**config.mk**
```make
export PLATFORM = sky130hd
export DESIGN_NAME = cpu_if_reg_responder
export DESIGN_NICKNAME = d
export VERILOG_FILES = /design/src/rtl/cpu_if_reg_responder.sv
export SDC_FILE = /design/constraint.sdc
export NUM_CORES = 1
export LEC_CHECK = 0
export CAP_MARGIN = 10
export CELL_PAD_IN_SITES_DETAIL_PLACEMENT = 1
export CELL_PAD_IN_SITES_GLOBAL_PLACEMENT = 1
export CORE_MARGIN = 10
export CORE_UTILIZATION = 38
export DETAILED_ROUTE_END_ITERATION = 12
export MAX_ROUTING_LAYER = met4
export PLACE_DENSITY_LB_ADDON = 0.2
export SYNTH_ARGS = -nofsm -noshare
export SYNTH_HDL_FRONTEND = slang
export SYNTH_SLANG_ARGS = --single-unit
```
**constraint.sdc**
```tcl
create_clock -name clk -period 2.42 [get_ports clk]
set_input_delay 0.363 -clock clk [delete_from_list [all_inputs] [get_ports clk]]
set_output_delay 0.363 -clock clk [all_outputs]
set_load 0.03 [all_outputs]
```
**src/rtl/cpu_if_reg_responder.sv**
```systemverilog
// Target end of the cpu_if read/write pulse protocol: small control/status register bank
// with fixed-latency completion. Define CPU_IF_ERR_CNT_EN to add ERROR_COUNT at offset 0x10.
module cpu_if_reg_responder #(
    parameter logic [31:0] BASE_ADDR      = 32'h0000_0000,
    parameter logic [31:0] ID_VALUE       = 32'h5453_0001,
    parameter logic [31:0] CTRL_RESET     = 32'h0000_0000,
    parameter int          ACCESS_LATENCY = 2
) (
    input  logic        clk,
    input  logic        reset,
    input  logic        cpu_if_read,
    input  logic        cpu_if_write,
    input  logic [31:0] cpu_if_write_data,
    input  logic [31:2] cpu_if_address,
    output logic [31:0] cpu_if_read_data,
    output logic        cpu_if_access_complete,
    output logic [31:0] ctrl_reg,
    input  logic [30:0] hw_status_set,
    output logic [31:0] status_reg
);

    typedef enum logic [1:0] {IDLE, WAIT, ACK} state_t;

    localparam logic [3:0] LOAD = 4'(ACCESS_LATENCY - 1);

    state_t      state;
    logic [3:0]  cnt;
    logic        wr_q;
    logic [31:2] addr_q;
    logic [31:0] wdata_q;
    logic [31:0] scratch;

    logic        req, fire, overrun;
    logic        cur_wr;
    logic [31:2] cur_addr;
    logic [31:0] cur_wdata;
    logic        hit, mapped, sel_scratch, sel_ctrl, sel_status;
    logic [31:0] rd_val, clr_vec, set_vec;

    assign req     = cpu_if_read | cpu_if_write;
    assign overrun = req && (state != IDLE);

    // With a latency of 1 the access resolves on the accepting edge, so the
    // not-yet-latched request inputs feed the decode directly.
    assign fire = (state == IDLE && req && LOAD == 4'd0) ||
                  (state == WAIT && cnt == 4'd1);
    assign cur_wr    = (state == IDLE) ? cpu_if_write      : wr_q;
    assign cur_addr  = (state == IDLE) ? cpu_if_address    : addr_q;
    assign cur_wdata = (state == IDLE) ? cpu_if_write_data : wdata_q;

    assign hit = (cur_addr[31:8] == BASE_ADDR[31:8]);

`ifdef CPU_IF_ERR_CNT_EN
    logic [31:0] err_cnt;
`endif

    always_comb begin
        rd_val      = 32'hDEAD_BEEF;
        mapped      = 1'b0;
        sel_scratch = 1'b0;
        sel_ctrl    = 1'b0;
        sel_status  = 1'b0;
        if (hit) begin
            case (cur_addr[7:2])
                6'h00: begin mapped = 1'b1; rd_val = ID_VALUE; end
                6'h01: begin mapped = 1'b1; rd_val = scratch;    sel_scratch = 1'b1; end
                6'h02: begin mapped = 1'b1; rd_val = ctrl_reg;   sel_ctrl    = 1'b1; end
                6'h03: begin mapped = 1'b1; rd_val = status_reg; sel_status  = 1'b1; end
`ifdef CPU_IF_ERR_CNT_EN
                6'h04: begin mapped = 1'b1; rd_val = err_cnt; end
`endif
                default: ;
            endcase
        end
    end

    // Set wins over a coincident W1C clear; bit 31 is set by overruns.
    assign clr_vec = (fire && cur_wr && sel_status) ? cur_wdata : 32'h0;
    assign set_vec = {overrun, hw_status_set};

    always_ff @(posedge clk) begin
        if (reset) begin
            state                  <= IDLE;
            cnt                    <= 4'd0;
            wr_q                   <= 1'b0;
            addr_q                 <= '0;
            wdata_q                <= 32'h0;
            scratch                <= 32'h0;
            ctrl_reg               <= CTRL_RESET;
            status_reg             <= 32'h0;
            cpu_if_read_data       <= 32'h0;
            cpu_if_access_complete <= 1'b0;
        end else begin
            cpu_if_access_complete <= fire;
            status_reg             <= (status_reg & ~clr_vec) | set_vec;

            if (fire) begin
                if (cur_wr) begin
                    if (sel_scratch) scratch  <= cur_wdata;
                    if (sel_ctrl)    ctrl_reg <= cur_wdata;
                end else begin
                    cpu_if_read_data <= rd_val;
                end
            end

            case (state)
                IDLE: if (req) begin
                    wr_q    <= cpu_if_write;
                    addr_q  <= cpu_if_address;
                    wdata_q <= cpu_if_write_data;
                    cnt     <= LOAD;
                    state   <= (LOAD == 4'd0) ? ACK : WAIT;
                end
                WAIT: begin
                    if (cnt == 4'd1) state <= ACK;
                    else             cnt   <= cnt - 4'd1;
                end
                ACK:     state <= IDLE;
                default: state <= IDLE;
            endcase
        end
    end

`ifdef CPU_IF_ERR_CNT_EN
    always_ff @(posedge clk) begin
        if (reset)
            err_cnt <= 32'h0;
        else if (fire && !mapped && err_cnt != 32'hFFFF_FFFF)
            err_cnt <= err_cnt + 32'd1;
    end
`endif

endmodule
```
After elaboration in Yosys (flattened, before gate mapping)
Index checks and enable logic that the tools add are counted.
{"block": "word_totals", "regBits": 198, "inputBits": 97, "output_inout_bits": 97, "wordCells": 57}
{"block": "classes", "add_sub_neg": 1, "n_eq_ne": 8, "n_mux": 18, "bitwise": 5, "n_reduce_logical": 15}
{"op": "case mux 32 bit (4 select lines)", "count": 1}
{"op": "2-to-1 mux 32 bit", "count": 3}
{"op": "bitwise AND 32 bit", "count": 1}
{"op": "inverter 32 bit", "count": 1}
{"op": "bitwise OR 32 bit", "count": 1}
{"op": "2-to-1 mux 30 bit", "count": 1}
{"op": "zero test 24 bit", "count": 1}
{"op": "== test 6 x 2 -> 1 bit, second input constant", "count": 2}
{"op": "AND reduction 3 bit", "count": 3}
{"op": "2-to-1 mux 4 bit", "count": 2}
{"op": "case mux 4 bit (2 select lines)", "count": 1}
{"op": "2-to-1 mux 1 bit", "count": 7}
{"op": "== test 6 x 1 -> 1 bit, second input constant", "count": 1}
{"op": "zero test 6 bit", "count": 1}
{"op": "AND reduction 2 bit", "count": 3}
{"op": "== test 4 x 1 -> 1 bit, second input constant", "count": 1}
{"op": "logical AND 1 bit", "count": 4}
{"op": "2-to-1 mux 2 bit", "count": 2}
{"op": "inequality test 2 bit, second input constant", "count": 2}
{"op": "case mux 2 bit (2 select lines)", "count": 1}
{"op": "nonzero test 2 bit", "count": 2}
{"op": "subtractor 4 x 1 -> 4 bit, second input constant", "count": 1}
{"op": "== test 2 x 1 -> 1 bit, second input constant", "count": 1}
{"op": "zero test 2 bit", "count": 1}
{"op": "3 further kinds", "count": 3}

Logic depth before layout (Yosys ltp)
{"block": "depth", "word_depth": 10, "mapped_depth": 10, "ltp_nobuf": 7}

Worst setup path before layout
OpenSTA, ideal clock, no wires.
{"block": "synth_timing", "path_kind": "register -> register", "startpoint": "register cnt[0]", "endpoint": "register cpu_if_read_data[29]", "setup_ns": 0.133, "t_arrival_ns": 2.110, "required_time_ns": 2.287, "setup_slack_ns": 0.177, "path_stages_with_launch": 10, "path_cell_list": "dfxtp_1 ha_1 or3b_1 buf_2 or3_1 buf_6 buf_6 a22o_1 a221oi_1 a211oi_2"}
{"block": "synth_between", "elab_chain_cells": 3}
{"item": "from (decl)", "line": "27", "rtl": "logic [3:0] cnt;"}
{"item": "from (signal assigned)", "line": "116", "rtl": "else cnt <= cnt - 4'd1;"}
{"item": "== test 4 x 1 -> 1 bit", "line": "46", "rtl": "(state == WAIT && cnt == 4'd1);"}
{"item": "logical AND 1 bit", "line": "46"}
{"item": "AND reduction 2 bit (no source line)"}
{"item": "to (signal assigned)", "line": "102", "rtl": "cpu_if_read_data <= rd_val;"}
{"item": "to (decl)", "line": "15", "rtl": "output logic [31:0] cpu_if_read_data,"}
No other way between the ends.
A chain may end at the register's enable or synchronous reset.

Worst setup path after layout
{"block": "layout_timing", "startpoint": "register cnt[1]", "endpoint": "register cpu_if_read_data[5]"}
Same word-level chain as after synthesis.

==> metrics list <==
- Number of endpoints with negative hold slack in the final report: 0
- Floorplan row count: 54
- The initial utilization of the core area, before any placement, comes to 38.7%.
- Top FF cell, synth: sky130_fd_sc_hd__dfxtp_1
- Post-Synthesis Net Count: 1042
- After clock tree synthesis, the clock-pin slew on the worst setup and hold paths is 0.08 ns.
- Counting flops with an async set or reset pin after synthesis yields a share of 0%.
- Die Footprint: 28600 um^2
- The analysis attributes to cell leakage a power of 4.48 nW.
* Result of the run: complete, no violations
- CP arrival: 2.65 ns
- Before antenna repair, the detailed router went through 6 iterations.
- Setup violations remaining at the end of the flow were counted as 0.
* Global-route wire length before repair: 45.0 mm
* Headroom to the max-slew limit: 56.7%
* Count of warnings emitted by yosys: 0
- Max-cap check violation count: 0
- Worst-case reg-to-reg path depth: 9
- Number of primary I/O pins: 194
* Tightest Hold Check Type: in -> reg
* Maximum root-to-sink buffer count: 2
* Post-Place Setup Slack: -0.292 ns
- After synthesis, the most frequently instantiated cells are sky130_fd_sc_hd__dfxtp_1, sky130_fd_sc_hd__nand2_1, sky130_fd_sc_hd__nor2_1.
- Summing the areas of all and, or, nand and nor instances in the mapped netlist gives 21.3% of the synthesized area.
* Horizontal die dimension: 169 um
- Max-slew violations: 0
* Final routed wire length divided by cell count: 20.0 um
* Number of enable-type register cells in the synthesized netlist: 0
* Clock Root Buffer: sky130_fd_sc_hd__clkbuf_16
- The H-tree was split into 4 levels.
- Final Cell Area: 11700 um^2
- Nets: 1244
* Clk Latency, worst-skew pair: 0.44 ns
* Part of the total power dissipated in combinational logic: 20.0%
- The final critical path takes up 96.9% of the cycle.
- For the final database, setup skew stands at 0.00951 ns.
* Fraction of the yosys area taken by sequential cells: 46.9%
- The worst setup path is launched from a register.
- Critical path fanouts, max: 8
- The critical path is of the reg -> reg type.
- Synth Instances: 943
- After detailed routing, the number of vias per cell comes to 5.30.
* Synth unique cells: 45
* Library cell occupying the most area in the post-synthesis netlist: sky130_fd_sc_hd__dfxtp_1
- Sequential cells account for 45.1% of the total power.
- Measured against the total synthesized area, the mux share comes to 11.7%.
* Global-route usage over all layers: 20.2%
* Cell depth of the worst min-delay path: 2
- Cell area after placement: 11000 um^2
- Summing the areas of all compound-gate instances in the mapped netlist gives 15.9% of the synthesized area.
* Sw Pwr: 2.36 mW
- The worst setup path is captured at a register.
- Of the cells placed in the final design, the portion with a size suffix greater than 1 is 12.6%.
* Number of antenna violations at the first check in global routing: 2
- Avg Cell Area, Syn: 8.96 um^2
- Drt initial violations: 441
- Across the whole layout, storage elements account for 3970 um^2.
- Maximum number of pins on one net before global-route repair: 67
- In this run the biggest area consumer among cell types represents 46.9% of the synthesized area.
* Synthesized cell area: 8450 um^2
- In the post-synthesis netlist, the biggest area contributors are sky130_fd_sc_hd__dfxtp_1, sky130_fd_sc_hd__mux2i_1, sky130_fd_sc_hd__nand2_1, sky130_fd_sc_hd__a211oi_1, sky130_fd_sc_hd__nand2b_1.
- In the post-synthesis netlist, the cell with the most instances is sky130_fd_sc_hd__dfxtp_1.
* Final routed DRC violation total: 0
* CTS tree: done
- Pin slew with the least headroom to its limit: 0.647 ns
- Highest clock rate: 427 MHz
* Worst Hold Margin: 0.301 ns
- Counting flops and latches in the post-synthesis netlist gives 198.
* Filler cells: 2480
- Total core area: 21800 um^2
- For this design the ratio of total power to cell area is 676 nW/um^2.
* Synth-to-layout area growth: 38.7%
- Area occupied by multi-input gates: 4250 um^2
- GR Overflow Total: 0
- The tree built by TritonCTS fans out to 198 sinks.
* Switching Share: 29.8%
- Count of antenna-violating nets left after detailed routing: 0
- STA puts the critical path data required time at 2.73 ns.
- The count of buffers added on input and output ports is 193.
- Xor and xnor area share after synthesis: 0.207%
- Crit path setup slack, layout: 0.0756 ns
- Total power for the finished layout comes to 7.93 mW.
- Clock period minus final worst setup slack: 2.34 ns
- The clock network accounts for 34.9% of the total power.
- End-of-flow core utilization: 53.7%
- The HPWL after detailed placement is 20.3 mm.
- Number of buffers added by the clock tree synthesis step: 17
- Largest voltage drop on the vdd net: 0.000330 V
* Via count of the first global-routing pass: 8082
* Adder-cell share of the synthesized area: 0.296%
- Global placer's final weighted congestion: 0.788
* DR vias: 7629
- For this block, the routed nets add up to 28.8 mm of wire.
- Combinational family with the most area after synthesis: simple AND/OR/NAND/NOR gates
* Pint: 5.57 mW
- The die is 169 um tall.
## area by class of cell
type	instances	area share, %
multi-input cells	676	36.3
clock buffers	21	4.01
clock inverters	11	0.779
inverters	3	0.0961
diodes	2	0.0427
repair buffers	249	21.9
flip-flops and latches	198	33.9
well taps	280	2.99
## critical path: stages (launching register included)
cell and delay [ns]:
sky130_fd_sc_hd__dfxtp_2 0.34, sky130_fd_sc_hd__inv_2 0.06, sky130_fd_sc_hd__ha_1 0.12, sky130_fd_sc_hd__or3b_4 0.37
sky130_fd_sc_hd__or3_4 0.42, sky130_fd_sc_hd__buf_12 0.15, sky130_fd_sc_hd__a2111oi_4 0.33, sky130_fd_sc_hd__buf_4 0.22
sky130_fd_sc_hd__buf_12 0.14, sky130_fd_sc_hd__a211oi_1 0.07
## per-layer routing
metal / vias up / part of all wire (%) / global-route usage (%)
li1: 3710 / - / -
met1: 3718 / 43 / 23.2
met2: 167 / 50 / 34.2
met3: 34 / 4.8 / 5.19
met4: 0 / 1.7 / 5.59
met5: - / 0 / -
## power groups by stage
stage	logic [mW]	registers, mW	clock network (mW)
4_1_cts	1.57	3.58	2.83
5_1_grt	1.73	3.60	2.96
3_3_place_gp	1.53	3.64	0
3_5_place_dp	1.56	3.65	0
6_report	1.58	3.58	2.77
2_1_floorplan	0.729	3.76	0
## worst paths after layout
kind               startpoint                  end  slack [ns]
setup / recovery       cnt[1]  cpu_if_read_data[5]        0.08
hold / removal          reset          wdata_q[14]        0.30
setup reg to reg       cnt[1]  cpu_if_read_data[5]        0.08
hold reg to reg   wdata_q[22]          wdata_q[22]        0.46
## metrics by stage
step	TNS [ns]	instances
final	0	1440
after global routing	-0.214	1440
after CTS	0	1431
after detailed placement	-25.58	1399
after global placement	-16.56	1399
after floorplan	0	943
## kinds of logic after synthesis
group | after synthesis
buffers and inverters | 69
AOI/OAI and AO/OA | 184
adders and majority gates | 2
DFF | 198
xor gates and xnor gates | 2
muxes | 99
and+or+nand+nor | 389
## timing repair
item | CTS | global route
cloned | 0 | 2
setup buffers | 0 | 5
pin swaps | 0 | 2
hold buffers | 0 | 0
setup endpoints to repair | 2 | 37
resized for setup | 2 | 12
## cells in the final DEF (no fill, tap or decap), drive strengths merged, types with 16 or more instances in the layout
cell type / instances
a211oi: 61
mux2i: 98
nor2: 102
a21oi: 66
dfxtp: 198
a222oi: 16
nand2b: 65
nand2: 151
or2: 33
clkdlybuf4s50: 192
clkbuf: 23
buf: 55
No activity file was read; power rests on OpenSTA's default activity.
